`src/rtl/clk_enable_divider.sv`:
```
// Multi-channel clock-enable generator: per-channel tick pulses and 50%-duty square
// waves from one system clock, with glitch-free runtime divisor updates and realignment.

module clk_enable_divider_ch #(
  parameter int DIV_WIDTH   = 16,
  parameter int DEFAULT_DIV = 4
) (
  input  logic                 clk,
  input  logic                 reset,
  input  logic                 enable,
  input  logic                 sync,
  input  logic                 wr_hit,
  input  logic [DIV_WIDTH-1:0] wr_div,
  output logic                 tick,
  output logic                 sq,
  output logic                 seen,
  output logic [DIV_WIDTH-1:0] div
);
  logic [DIV_WIDTH-1:0] cnt_q, cnt_d;
  logic [DIV_WIDTH-1:0] div_q, div_d;
  logic [DIV_WIDTH-1:0] pend_q, pend_d;
  logic                 pend_v_q, pend_v_d;
  logic                 tick_q, tick_d;
  logic                 sq_q, sq_d;
  logic                 seen_q, seen_d;
  logic [DIV_WIDTH-1:0] eff_div;
  logic                 term;

  // Divisors 0 and 1 both mean "every enabled cycle".
  assign eff_div = (div_q == '0) ? DIV_WIDTH'(1) : div_q;
  assign term    = (cnt_q == eff_div - DIV_WIDTH'(1));

  always_comb begin
    cnt_d    = cnt_q;
    div_d    = div_q;
    pend_d   = pend_q;
    pend_v_d = pend_v_q;
    tick_d   = 1'b0;
    sq_d     = sq_q;
    seen_d   = seen_q;
    if (sync) begin
      cnt_d    = '0;
      sq_d     = 1'b0;
      seen_d   = 1'b0;
      pend_v_d = 1'b0;
      if (wr_hit)        div_d = wr_div;
      else if (pend_v_q) div_d = pend_q;
    end else begin
      if (wr_hit) begin
        pend_d   = wr_div;
        pend_v_d = 1'b1;
      end
      if (enable) begin
        if (term) begin
          cnt_d  = '0;
          tick_d = 1'b1;
          sq_d   = ~sq_q;
          seen_d = 1'b1;
          // New divisor only takes effect at a period boundary; a same-cycle write wins.
          if (wr_hit) begin
            div_d    = wr_div;
            pend_v_d = 1'b0;
          end else if (pend_v_q) begin
            div_d    = pend_q;
            pend_v_d = 1'b0;
          end
        end else begin
          cnt_d = cnt_q + DIV_WIDTH'(1);
        end
      end
    end
  end

  always_ff @(posedge clk) begin
    if (reset) begin
      cnt_q    <= '0;
      div_q    <= DIV_WIDTH'(DEFAULT_DIV);
      pend_q   <= '0;
      pend_v_q <= 1'b0;
      tick_q   <= 1'b0;
      sq_q     <= 1'b0;
      seen_q   <= 1'b0;
    end else begin
      cnt_q    <= cnt_d;
      div_q    <= div_d;
      pend_q   <= pend_d;
      pend_v_q <= pend_v_d;
      tick_q   <= tick_d;
      sq_q     <= sq_d;
      seen_q   <= seen_d;
    end
  end

  assign tick = tick_q;
  assign sq   = sq_q;
  assign seen = seen_q;
  assign div  = div_q;
endmodule

module clk_enable_divider #(
  parameter int NUM_CH      = 4,
  parameter int DIV_WIDTH   = 16,
  parameter int CH_ADDR_W   = 2,
  parameter int DEFAULT_DIV = 4
) (
  input  logic                 clk,
  input  logic                 reset,
  input  logic                 enable,
  input  logic                 sync,
  input  logic                 wr_en,
  input  logic [CH_ADDR_W-1:0] wr_ch,
  input  logic [DIV_WIDTH-1:0] wr_div,
  output logic [DIV_WIDTH-1:0] rd_div,
  output logic [NUM_CH-1:0]    tick,
  output logic [NUM_CH-1:0]    sq,
  output logic                 locked
);
  logic [NUM_CH-1:0]                wr_hit;
  logic [NUM_CH-1:0]                seen;
  logic [NUM_CH-1:0][DIV_WIDTH-1:0] div_all;
  logic                             locked_q, locked_d;

  for (genvar i = 0; i < NUM_CH; i++) begin : g_ch
    // Channel numbers >= NUM_CH never match, so such writes fall on the floor.
    assign wr_hit[i] = wr_en && (wr_ch == CH_ADDR_W'(i));

    clk_enable_divider_ch #(
      .DIV_WIDTH   (DIV_WIDTH),
      .DEFAULT_DIV (DEFAULT_DIV)
    ) u_ch (
      .clk    (clk),
      .reset  (reset),
      .enable (enable),
      .sync   (sync),
      .wr_hit (wr_hit[i]),
      .wr_div (wr_div),
      .tick   (tick[i]),
      .sq     (sq[i]),
      .seen   (seen[i]),
      .div    (div_all[i])
    );
  end

  always_comb begin
    rd_div = '0;
    for (int i = 0; i < NUM_CH; i++) begin
      if (wr_ch == CH_ADDR_W'(i)) rd_div = div_all[i];
    end
  end

  always_comb begin
    locked_d = sync ? 1'b0 : &seen;
  end

  always_ff @(posedge clk) begin
    if (reset) locked_q <= 1'b0;
    else       locked_q <= locked_d;
  end

  assign locked = locked_q;
endmodule

```
`config.mk`:
```
export PLATFORM = sky130hd
export DESIGN_NAME = clk_enable_divider
export DESIGN_NICKNAME = d
export VERILOG_FILES = /design/src/rtl/clk_enable_divider.sv
export SDC_FILE = /design/constraint.sdc
export NUM_CORES = 1
export LEC_CHECK = 0
export ABC_AREA = 1
export CAP_MARGIN = 20
export CORE_ASPECT_RATIO = 0.5
export CORE_MARGIN = 2
export CORE_UTILIZATION = 43
export CTS_CLUSTER_SIZE = 20
export DETAILED_ROUTE_END_ITERATION = 8
export SETUP_SLACK_MARGIN = 0.2
export SLEW_MARGIN = 10
export SYNTH_ARGS = -nofsm -noshare
export SYNTH_HDL_FRONTEND = slang
export SYNTH_SLANG_ARGS = --single-unit
```
`constraint.sdc`:
```
create_clock -name clk -period 2.44 [get_ports clk]
set_input_delay 0.244 -clock clk [delete_from_list [all_inputs] [get_ports clk]]
set_output_delay 0.244 -clock clk [all_outputs]
set_load 0.05 [all_outputs]
```
# Yosys cells after proc, flatten, opt, wreduce, memory -nomap -nowiden
# Index checks and enable logic that the tools add are counted.
# word_totals
ff_bits	209
inputBits	23
output_inout_bits	25
wordCells	135
# classes
addsub	8
n_eq_ne	7
muxes	56
bitwise_logic	6
n_reduce_logical	29
# ops
op	count
16-bit 2-to-1 mux	32
16-bit by 1-bit adder with 16-bit output, second input constant	4
16-bit equality test	4
16-bit logical NOT	4
16-bit by 1-bit subtractor with 16-bit output, second input constant	4
1-bit 2-to-1 mux	24
2-bit AND reduction	12
2-bit nonzero test	5
1-bit inverter	6
2-bit equality test, second input constant	2
1-bit logical AND	4
4-bit AND reduction	1
3-bit OR reduction	1
2-bit by 1-bit equality test with 1-bit output, second input constant	1
2-bit logical NOT	1
2-bit OR reduction	1

# Longest topological paths before layout
# depth
word_depth	7
ltp_mapped	25
ltp_nobuf	24

# Modules after synthesis
# Synthesis repeated with hierarchy kept, for this count alone.
# unflattened
hier_cells	2147
area_unflattened_um2	13276.5
# modules_own_cells
module	n_inst	cells_each	area_each_um2	seq_area_each_um2
clk_enable_divider_ch at g_ch[0].u_ch ...	3	514	3185.6	1041.0
clk_enable_divider_ch at g_ch[3].u_ch	1	502	3099.2	1041.0
clk_enable_divider	1	103	620.6	20.0

# Least setup slack after synthesis
# No wires, ideal clock.
# synth_timing
path_type	register to register
from	reg g_ch[1].u_ch.div_q[4]
to	reg g_ch[1].u_ch.div_q[10]
setup_time_ns	0.113
arrival_ns	2.576
t_required_ns	2.327
setup_slack_ns	-0.249
path_stages_with_launch	21
path_buffers	1
period_less_slack_ns	2.689
cell_sequence	dfxtp_1 nor2_1 nand2_2 nor2_1 nand2_2 nand2_1 inv_1 ha_1 nand2_2 inv_1 nand2_1 xnor3_1 nor2_1 nand2_1 nor2_2 nand4_2 nand2_2 nand2_2 buf_2 nor2_1 nor2_1
# synth_via
elab_chain_len	6
# synth_lines
element	line_no	rtl
start: declaration	20	logic [DIV_WIDTH-1:0] div_q, div_d;
start signal: assignment	77	div_q <= DIV_WIDTH'(DEFAULT_DIV);
start signal: assignment	85	div_q <= div_d;
16-bit logical NOT	30	assign eff_div = (div_q == '0) ? DIV_WIDTH'(1) : div_q;
16-bit 2-to-1 mux *	30	
16-bit by 1-bit subtractor with 16-bit output *	31	assign term = (cnt_q == eff_div - DIV_WIDTH'(1));
16-bit equality test *	31	
2-bit nonzero test (no line) *	-	
2-bit AND reduction (no line) *	-	
# Mark *: on every way between the ends. The rest lies on a longest branch, timed or not.
# A chain may end at the register's enable or synchronous reset.

# Worst setup path after layout
# layout_timing
from	reg g_ch[2].u_ch.div_q[4]
to	reg g_ch[2].u_ch.div_q[8]
# layout_via
elab_chain_len	6
# layout_lines
element	line_no
start: declaration	20
start signal: assignment	77
start signal: assignment	85
16-bit logical NOT	30
16-bit 2-to-1 mux *	30
16-bit by 1-bit subtractor with 16-bit output *	31
16-bit equality test *	31
2-bit nonzero test (no line) *	-
2-bit AND reduction (no line) *	-
# Marks and branches as above.

==> out/metrics.cfg <==
[synth]
synth_xor_xnor_area_share_pct=7.18
synth_nets=1951
post_synth_mux_area_share_pct=0
synthesis.area_um2=12300
synth.yosys.warnings=0
post_synth_fa_ha_maj_area_fraction_pct=0.812
synth_top_family_by_area=simple AND/OR/NAND/NOR gates
synth_seq_cells=209
synth_compound_gate_area_share_pct=12.5
asyncSetResetFlopFracSynth_pct=0
synth_seq_area_share_pct=33.9
synth_enable_flop_cells=0
ys_dominant_reg_cell=sky130_fd_sc_hd__dfxtp_1
average_footprint_of_a_synthesized_cell_um2=6.42
syn_inst=1920
synth.lib_cells_used.distinct=45
synthesized_area_fraction_occupied_by_and_or_nand_nor_cells_pct=35.3

[die]
initial_core_util_pct=44.2
chipHeight_um=124
floorplan.core_area_um2=27900
rows=43
pin_count=48
die_area_um2=30100
die_width_um=243

[worst_setup_path]
cp_max_fo=8
critPathRequiredTime_ns=2.89
crit_path_end_kind=flop
nature_of_the_critical_path_startpoint=flop
cp.arrival_ns=3.23
timing.setup.critical_path_class=reg -> reg

[global_route]
initial_antenna_violation_count=0
grt_start_max_net_pins=113
first_global_vias=11600
grt_first_pass_wirelength_um=64100
grt_util_all_layers_pct=27.4
globalRouteOverflowTotal=0

[detailed_routing]
routed_wire_length_per_instance_um=16.5
detail_route.drc_violations=0
vias=13200
detail_route.vias_per_cell=5.08
drt_initial_violations=1169
drt-pass1-iter-count=6
finalWirelength_um=42900
ant_nets=0

[placement]
preCtsSetupSlack_ns=-0.361
detailed_place_hpwl_um=31300
placement.io_buffers=47
gp_congestion=0.943
place_area_um2=15100

[clock_tree]
htree_num_levels=1
maximum_clock_path_buffer_count=3
clockRootBuffer=sky130_fd_sc_hd__clkbuf_16
cts_tree=built
worst_skew_pair.late_latency_ns=0.54
cts_inserted_buffers=22
worst_path_clk_slew_ns=0.06
tritoncts_num_sinks=209

[power]
total_leakage_power_uw=0.00810
power.density_nw_per_um2=520
vdd_ir_drop_max_uv=468

[sta]
setup_ws_ns=-0.339
setup-violations-final=140
fin_crit_ns=2.78
final_hold_violations=0
grt_setup_unrepaired=true
clock_skew_ns=0.0247
final-max-slew-violation-count=0
timing.fmax_mhz=360
finalSetupTns_ns=-22.39
layout_worst_path_cycle_share_pct=114
worst_pin_slew_ns=0.759
slew-limit-headroom_pct=49.4

[finish]
antenna_cells_inserted=0
syn_to_layout_area_delta_pct=42.2
fillers=2468
ff_latch_area_um2=4230
finalCoreUtilization_pct=62.8
post-route-cell-area_um2=17500
final_layout_size_suffix_gt1_share_pct=29.8
final_net_count=2233
multi_input_comb_area_um2=8020

[job]
max-cap-violations=0

[outcome]
violations_in_the_final_reports=setup timing
result_of_the_run=finished with violations

[hold_path]
holdCritPathClass=in -> reg

-- metal layers --
layer / routed length, µm / vias to the layer above / share of wire (%) / GRT usage, %
li1: - / 6675 / - / -
met1: 21100 / 6069 / 49 / 41.2
met2: 18100 / 408 / 42 / 41.4
met3: 2950 / 47 / 6.9 / 4.03
met4: 735 / 0 / 1.7 / 5.21
met5: 0 / - / 0 / 0
-- layout make-up --
| class | instances | area share [%] |
|---|---|---|
| multi-input combinational | 1404 | 45.7 |
| sequential | 209 | 24.1 |
| timing repair buffer | 329 | 17.9 |
| inverter | 235 | 5.18 |
| clock buffer | 31 | 3.68 |
| tap | 382 | 2.73 |
| clock inverter | 8 | 0.592 |
| timing repair inverter | 1 | 0.0642 |
-- cells in the final DEF, fill, tap and decap left out, types with 8 or more instances in the layout --
| master | netlist | routed |
|---|---|---|
| sky130_fd_sc_hd__nand2_4 | 2 | 24 |
| sky130_fd_sc_hd__dfxtp_1 | 209 | 172 |
| sky130_fd_sc_hd__a21oi_1 | 100 | 82 |
| sky130_fd_sc_hd__buf_12 | 0 | 30 |
| sky130_fd_sc_hd__xor2_1 | 70 | 62 |
| sky130_fd_sc_hd__o21ai_0 | 152 | 133 |
| sky130_fd_sc_hd__buf_4 | 8 | 238 |
| sky130_fd_sc_hd__nand3_1 | 111 | 97 |
| sky130_fd_sc_hd__nand4_1 | 37 | 37 |
| sky130_fd_sc_hd__inv_1 | 224 | 210 |
| sky130_fd_sc_hd__nor2_4 | 9 | 36 |
| sky130_fd_sc_hd__nand2_1 | 459 | 388 |
| sky130_fd_sc_hd__nand3_2 | 8 | 21 |
| sky130_fd_sc_hd__xnor2_1 | 26 | 26 |
| sky130_fd_sc_hd__o21ai_1 | 3 | 16 |
| sky130_fd_sc_hd__nor2_1 | 294 | 224 |
| sky130_fd_sc_hd__dfxtp_2 | 0 | 36 |
| sky130_fd_sc_hd__o22ai_1 | 17 | 8 |
| sky130_fd_sc_hd__a21oi_2 | 1 | 19 |
| sky130_fd_sc_hd__clkbuf_16 | 0 | 25 |
| sky130_fd_sc_hd__a211oi_1 | 11 | 9 |
| sky130_fd_sc_hd__inv_2 | 8 | 17 |
| sky130_fd_sc_hd__nand2_2 | 15 | 60 |
| sky130_fd_sc_hd__nor3_1 | 27 | 22 |
| sky130_fd_sc_hd__clkdlybuf4s50_1 | 0 | 29 |
| sky130_fd_sc_hd__nor2_2 | 9 | 52 |
| sky130_fd_sc_hd__buf_6 | 7 | 24 |
| sky130_fd_sc_hd__nand3b_1 | 9 | 9 |
| sky130_fd_sc_hd__o22ai_2 | 0 | 8 |
-- power by group --
| group | switching (µW) | internal [µW] |
|---|---|---|
| registers | 62.6 | 3500 |
| clock network | 1470 | 2060 |
| logic | 1140 | 870 |
| total | 2680 | 6440 |
-- registers in the layout, summed over array words and instances (netlist names) --
name,cells
g_ch.u_ch.cnt_q,64
g_ch.u_ch.div,64
g_ch.u_ch.pend_q,64
g_ch.u_ch.pend_v_q,4
g_ch.u_ch.seen,4
g_ch.u_ch.sq,4
g_ch.u_ch.tick,4
locked,1
-- path summary, 6_finish.rpt --
path	start	to	slack [ns]	depth (start not counted)
setup / recovery	g_ch[2].u_ch.div[4]	g_ch[2].u_ch.div[8]	-0.34	21
hold / removal	wr_div[5]	g_ch[0].u_ch.pend_q[5]	0.34	3
setup reg to reg	g_ch[2].u_ch.div[4]	g_ch[2].u_ch.div[8]	-0.34	21
hold reg to reg	g_ch[0].u_ch.pend_q[14]	g_ch[0].u_ch.pend_q[14]	0.46	2
-- critical path: stages (launching register included) --
cell and delay (ns):
sky130_fd_sc_hd__dfxtp_1 0.38, sky130_fd_sc_hd__nor2_4 0.06, sky130_fd_sc_hd__nand2_4 0.08, sky130_fd_sc_hd__nor2_4 0.05, sky130_fd_sc_hd__nand2_4 0.08, sky130_fd_sc_hd__nand2_4 0.06
sky130_fd_sc_hd__buf_4 0.13, sky130_fd_sc_hd__buf_4 0.12, sky130_fd_sc_hd__buf_4 0.13, sky130_fd_sc_hd__buf_4 0.12, sky130_fd_sc_hd__buf_4 0.13, sky130_fd_sc_hd__nand2_1 0.07
sky130_fd_sc_hd__nand3_1 0.10, sky130_fd_sc_hd__or2_1 0.27, sky130_fd_sc_hd__nor2_2 0.11, sky130_fd_sc_hd__nand3_2 0.12, sky130_fd_sc_hd__nand2_2 0.12, sky130_fd_sc_hd__nand3_4 0.13
sky130_fd_sc_hd__clkbuf_16 0.22, sky130_fd_sc_hd__nand2_4 0.05, sky130_fd_sc_hd__nand2_1 0.05, sky130_fd_sc_hd__nor2_1 0.12
-- synthesized netlist by cell type, drive strengths merged, types with 3 or more instances --
cell type  instances  area share [%]
nand2            476              15
dfxtp            209              34
nor2             312              10
a21oi            101             4.1
nand3b             9            0.55
nand3            121             5.4
nor4               4            0.20
a211oi            11            0.67
inv              232             7.1
o22ai             17            0.86
or2                5            0.25
ha                 8            0.81
a31oi              3            0.15
clkbuf            42             1.3
nor3b              5            0.30
clkinv             3           0.091
buf               32             1.8
nand4             38             2.0
nor3              29             1.3
xor2              70             5.0
xnor2             26             1.8
o21ai            155             6.3
-- per-stage QoR --
stage	power (µW)	hold slack (ns)	cells
finish	9120	0.338	2599
global route	9470	0.360	2599
floorplan	4580	0.412	1920
detailed placement	5290	0.446	2499
global placement	5290	0.444	2499
CTS	8970	0.325	2578
-- timing repair --
| action | in CTS | in global routing |
|---|---|---|
| hold buffers | 0 | 0 |
| pin swaps | 37 | 59 |
| cloned | 4 | 6 |
| setup endpoints to repair | 157 | 160 |
| resized for setup | 141 | 176 |
| buffers inserted | 36 | 15 |
-- cell families after synthesis --
family / count (synthesis)
DFF: 209
AOI/OAI and AO/OA: 294
xor gates and xnor gates: 98
and+or+nand+nor: 1002
buffers and inverters: 309
adders and majority gates: 8
No activity file was read; power rests on OpenSTA's default activity.
